### config.mk
export PLATFORM = sky130hd
export DESIGN_NAME = mem_access_stage
export DESIGN_NICKNAME = d
export VERILOG_FILES = /design/src/rtl/mem_access_stage.sv
export SDC_FILE = /design/constraint.sdc
export NUM_CORES = 1
export LEC_CHECK = 0
export BUFFER_PORTS_ARGS = -buffer_cell sky130_fd_sc_hd__buf_2
export CORE_ASPECT_RATIO = 1.1
export CORE_UTILIZATION = 40
export DETAILED_ROUTE_END_ITERATION = 6
export GPL_TIMING_DRIVEN = 0
export PLACE_DENSITY = 0.71
export SLEW_MARGIN = 20
export SYNTH_ARGS = -nofsm -noshare
export SYNTH_HDL_FRONTEND = slang
export SYNTH_SLANG_ARGS = --single-unit
### constraint.sdc
create_clock -name clk -period 1.76 [get_ports clk]
set_input_delay 0.088 -clock clk [delete_from_list [all_inputs] [get_ports clk]]
set_output_delay 0.088 -clock clk [all_outputs]
set_load 0.02 [all_outputs]
### src/rtl/mem_access_stage.sv
// MEM pipeline stage: drives a req/ack data-memory port with timeout and registers MEM/WB fields.
// Optional build macro MEM_ALIGN_CHECK_EN rejects memory ops whose address is not word aligned.
module mem_access_stage #(
    parameter int unsigned DATA_WIDTH     = 32,
    parameter int unsigned REG_ADDR_WIDTH = 5,
    parameter int unsigned TIMEOUT_CYCLES = 16
) (
    input  logic                      clk,
    input  logic                      rstn,
    input  logic                      iValid,
    input  logic                      iSig_MemRead,
    input  logic                      iSig_MemWrite,
    input  logic                      iSig_regfile_write,
    input  logic                      iSig_MemtoReg,
    input  logic [DATA_WIDTH-1:0]     ialu_result,
    input  logic [DATA_WIDTH-1:0]     iwrite_data,
    input  logic [REG_ADDR_WIDTH-1:0] iwrite_reg,
    output logic                      ostall,
    output logic                      omem_req,
    output logic                      omem_we,
    output logic [DATA_WIDTH-1:0]     omem_addr,
    output logic [DATA_WIDTH-1:0]     omem_wdata,
    input  logic                      imem_ack,
    input  logic [DATA_WIDTH-1:0]     imem_rdata,
    output logic                      oValid,
    output logic                      oSig_regfile_write,
    output logic                      oSig_MemtoReg,
    output logic [DATA_WIDTH-1:0]     oread_from_ram,
    output logic [DATA_WIDTH-1:0]     oalu_result,
    output logic [REG_ADDR_WIDTH-1:0] owrite_reg,
    output logic                      oerr
);

    localparam int unsigned CNT_W = 8;
    localparam logic [CNT_W-1:0] CNT_LAST = CNT_W'(TIMEOUT_CYCLES - 1);

    typedef enum logic {IDLE, ACCESS} state_t;

    state_t                    state;
    logic [CNT_W-1:0]          cnt;
    logic                      cap_regfile_write;
    logic                      cap_memtoreg;
    logic [REG_ADDR_WIDTH-1:0] cap_write_reg;
    logic                      mem_op;
    logic                      misaligned;
    logic                      timed_out;

    assign ostall    = (state == ACCESS);
    assign mem_op    = iSig_MemRead | iSig_MemWrite;
    assign timed_out = (cnt == CNT_LAST);

`ifdef MEM_ALIGN_CHECK_EN
    assign misaligned = |ialu_result[1:0];
`else
    assign misaligned = 1'b0;
`endif

    // The captured address doubles as the ALU result handed to writeback.
    always_ff @(posedge clk or negedge rstn) begin
        if (!rstn) begin
            state              <= IDLE;
            cnt                <= '0;
            cap_regfile_write  <= 1'b0;
            cap_memtoreg       <= 1'b0;
            cap_write_reg      <= '0;
            omem_req           <= 1'b0;
            omem_we            <= 1'b0;
            omem_addr          <= '0;
            omem_wdata         <= '0;
            oValid             <= 1'b0;
            oSig_regfile_write <= 1'b0;
            oSig_MemtoReg      <= 1'b0;
            oread_from_ram     <= '0;
            oalu_result        <= '0;
            owrite_reg         <= '0;
            oerr               <= 1'b0;
        end else begin
            oerr <= 1'b0;
            case (state)
                IDLE: begin
                    if (!iValid) begin
                        oValid             <= 1'b0;
                        oSig_regfile_write <= 1'b0;
                    end else if (!mem_op) begin
                        oValid             <= 1'b1;
                        oSig_regfile_write <= iSig_regfile_write;
                        oSig_MemtoReg      <= iSig_MemtoReg;
                        oalu_result        <= ialu_result;
                        owrite_reg         <= iwrite_reg;
                    end else if (misaligned) begin
                        oValid             <= 1'b1;
                        oSig_regfile_write <= 1'b0;
                        oSig_MemtoReg      <= iSig_MemtoReg;
                        oalu_result        <= ialu_result;
                        owrite_reg         <= iwrite_reg;
                        oerr               <= 1'b1;
                    end else begin
                        state              <= ACCESS;
                        cnt                <= '0;
                        cap_regfile_write  <= iSig_regfile_write;
                        cap_memtoreg       <= iSig_MemtoReg;
                        cap_write_reg      <= iwrite_reg;
                        omem_req           <= 1'b1;
                        omem_we            <= iSig_MemWrite;
                        omem_addr          <= ialu_result;
                        omem_wdata         <= iwrite_data;
                        oValid             <= 1'b0;
                        oSig_regfile_write <= 1'b0;
                    end
                end
                ACCESS: begin
                    if (imem_ack || timed_out) begin
                        state              <= IDLE;
                        omem_req           <= 1'b0;
                        omem_we            <= 1'b0;
                        oValid             <= 1'b1;
                        oSig_MemtoReg      <= cap_memtoreg;
                        oalu_result        <= omem_addr;
                        owrite_reg         <= cap_write_reg;
                        // Ack on the final cycle still counts as a normal completion.
                        if (imem_ack) begin
                            oSig_regfile_write <= cap_regfile_write;
                            if (!omem_we) begin
                                oread_from_ram <= imem_rdata;
                            end
                        end else begin
                            oSig_regfile_write <= 1'b0;
                            oerr               <= 1'b1;
                        end
                    end else begin
                        cnt <= cnt + CNT_W'(1);
                    end
                end
                default: state <= IDLE;
            endcase
        end
    end

endmodule

==> results.md <==
* Synth unique cells at 38
* Max IR drop VDD at 673 uV
* Synth warn at 0
* CTS tree: built
* H-tree lvl count at 4
* Die footprint at 0.0161 sq mm
* Row cnt at 47
* Gr usage total at 22.4%
* Switching power at 4.54 mW
* Via count at 5515
* Slew Viols, Final at 0
* N_diodes at 0
* Hold_ws at 0.0210 ns
* Leakage at 4.91 nW
* Detailed placer's ending HPWL at 11.0 mm
* Yosys top cell area share at 62.1%
* Tmin final at 1.74 ns
* Starting density of the core at 41.1%
* Top sig layer: met4
* Worst hold start: imem_ack
* Core box area at 0.0152 sq mm
* Post-Syn Nets at 669
* CP Data Required Time at 2.06 ns
* GPL Wtd Cong at 0.743
* Fillers at 1200
* Synth Cell Area at 0.00624 sq mm
* Hold path depth at 3
* Reg-to-reg setup timing slack at 0.02 ns
* Worst Path Buf+Inv at 2
* Clock share of power at 26.6%
* Reg2reg start: cnt[7]$_DFFE_PN0P_
* Int Pwr at 8.18 mW
* Cell mode on critical path: buf_8
* WHS Endpoint: oSig_regfile_write$_DFFE_PN0P_
* DR DRC count at 0
* Post-route ant nets at 0
* Slowest library cell on the worst path: dfrtp_1
* Largest net degree at the start of global routing at 79
* Crit path max-delay family: simple AND/OR/NAND/NOR gates
* Initial antenna violation count at 0
* Clk buf depth at 2
* Worst-path clk slew at 0.06 ns
* Cells after Synth at 559
* Overall power at 12.7 mW
* Slowest cell delay on critical path at 0.42 ns
* Status: finished, final reports clean
* Area of the multi-input gates at 0.00224 sq mm
* Finish-stage setup viols at 0
* Critical Path Source Type: register
* Dominant cell type by area after synthesis: dfrtp_1
* WL met2 at 8.89 mm
* Root Driver: clkbuf_16
* Post-Syn Area per Cell at 11.2 sq um
* Gr ovfl total at 0
* DR iter-0 viols at 285
* Share of the yosys chip area belonging to registers at 62.1%
* Nature of the critical path endpoint: register
* Critical Path AT at 2.04 ns
* Register share of total power at 40.4%
* Vias per Instance at 4.78
* Die Wd at 121 microns
* Yosys reg bits at 155
* Met3 routed WL at 719 microns
* Largest cells by area after synthesis: dfrtp_1, nand2_1, mux2_2, o221a_2, nand2b_1
* Hold Path Class: in -> reg
* Nets at 1055
* CP Class: reg -> reg
* Combinational Power Share at 33.0%
* DR WL/cell at 15.1 microns
* Clk sink count at 155
* CTS buffer count at 17
* Worst path cell trace: nor4_4 -> a21oi_4 -> nand2b_4 -> buf_8 -> buf_8 -> o221a_1
* Sequential cell area at 0.00388 sq mm
* Met1 wire length at 7.35 mm
* Share of cells above drive strength 1 at 42.1%
* Chip Height at 133 microns
* Vias in the first global route at 5650
* Area Overhead vs Synth at 53.8%
* Slew HR at 60.0%
* RSZ-0062 raised after global routing: yes
* Max cap viols at 0
* Port-buffer cells at 248
* Io pins at 249
* Clock Latency Late Sink at 0.42 ns
* Final worst-path cycle share at 98.9%
* Largest fanout on the critical path at 10
* Worst-margin pin slew at 0.600 ns
* Reg2Reg Depth at 6
* Max Clk Rate at 0.575 GHz
* Fin. Hold Viols at 0
* Drt total wl at 17.4 mm
* Switching Fraction at 35.7%
* Reg2Reg Capture Point: oalu_result[24]$_DFFE_PN0P_
* Setup Skew at 0.00630 ns
* Drt pass-1 iters at 5
* Power per cell area at 1330 mW/mm^2
* First-pass GRT wire length at 27.9 mm
==> kinds of logic (layout without fill, tap and decap cells) <==
logic type | after synthesis | in the layout | synth area share (%)
AND/OR/NAND/NOR | 277 | 277 | 19.4
multiplexers | 39 | 39 | 6.98
flip-flops | 155 | 155 | 62.1
adder cells (fa/ha/maj) | 1 | 1 | 0.200
AO/OA/AOI/OAI | 51 | 51 | 8.40
buffers and inverters | 36 | 435 | 2.89
==> tightest hold or removal path: stages <==
cell	delay, ns
buf_2	0.15
a32oi_1	0.11
nand2_1	0.06
==> final cells by class <==
class / instances / area share (%)
clock inverters: 14 / 1.15
flip-flops and latches: 155 / 40.4
well taps: 196 / 2.56
plain buffers: 30 / 2.09
inverters: 3 / 0.117
repair buffers: 370 / 25.8
multi-input cells: 368 / 23.3
clock buffers: 18 / 4.58
==> cell usage after synthesis, drive strengths merged <==
master / n
a22oi: 1
and3: 4
or2: 1
o21ai: 2
nor3: 1
and3b: 1
and4: 1
mux2i: 3
clkbuf: 8
ha: 1
and2b: 1
dfrtp: 155
a21oi: 2
o221a: 37
nor2: 3
nand2b: 40
a21o: 3
nand3b: 1
nand4: 2
buf: 25
nand2: 218
inv: 3
a31oi: 1
or3: 1
o21bai: 1
mux2: 36
o211ai: 1
nor4: 1
a22o: 1
a21boi: 1
nand3: 2
a32oi: 1
==> cells in the final DEF, fill, tap and decap left out, drive strengths merged, types with 2 or more instances in the layout <==
cell type    synthesis  final
a21o                 3      3
clkinvlp             0      4
dlygate4sd3          0    104
clkinv               0      4
o221a               37     37
o21ai                2      2
nand2              218    218
dfrtp              155    155
mux2i                3      3
inv                  3      9
buf                 25    283
and3                 4      4
nand4                2      2
nand3                2      2
mux2                36     36
nand2b              40     40
clkbuf               8     30
a21oi                2      2
nor2                 3      3
==> through the flow <==
stage / util (%) / instances / cell area (sq um) / setup slack (ns) / TNS (ns)
after global placement: 51.2 / 1003 / 7770 / -2.04 / -285.30
after global routing: 63.3 / 1154 / 9600 / -0.0344 / -0.159
after floorplan: - / 559 / 6280 / -0.00250 / -0.0508
after detailed placement: 51.4 / 1004 / 7800 / -0.223 / -14.69
after CTS: 62.7 / 1146 / 9510 / -0.00316 / -0.00316
final: 63.3 / 1154 / 9600 / 0.0195 / 0
==> per-layer routing <==
metal  track usage, %  vias up
li1                 -     2637
met1             26.8     2653
met2             38.8      186
met3             4.09       39
met4             10.4        0
met5                0        -
==> what timing repair did <==
item / 4_1_cts / 5_1_grt
endpoints found under the setup margin: 112 / 78
pin swaps: 3 / 1
hold buffers: 104 / 0
cloned: 1 / 0
setup buffers: 8 / 8
hold endpoints to repair: 181 / 0
gates resized for setup: 10 / 15
==> worst max path at each step <==
stage,start,endpoint,slack [ns],depth (start not counted)
detailed placement,ostall$_DFF_PN0_,omem_addr[7]$_DFFE_PN0P_,-0.22,7
CTS,cnt[7]$_DFFE_PN0P_,oalu_result[24]$_DFFE_PN0P_,-0.003,6
global route,cnt[5]$_DFFE_PN0P_,oalu_result[24]$_DFFE_PN0P_,-0.03,6
global placement,rstn,ostall$_DFF_PN0_,-2.04,1
floorplan,cnt[0]$_DFFE_PN0P_,oalu_result[10]$_DFFE_PN0P_,-0.003,8
finish,cnt[7]$_DFFE_PN0P_,oalu_result[24]$_DFFE_PN0P_,0.02,6
==> power groups by stage <==
stage	clock, mW	sequential (mW)	combinational [mW]
global placement	0	5.14	3.84
finish	3.39	5.14	4.20
floorplan	0	6.32	1.23
CTS	3.48	5.13	4.17
detailed placement	0	5.17	3.92
global route	3.61	5.27	4.50
No activity file was read; power rests on OpenSTA's default activity.
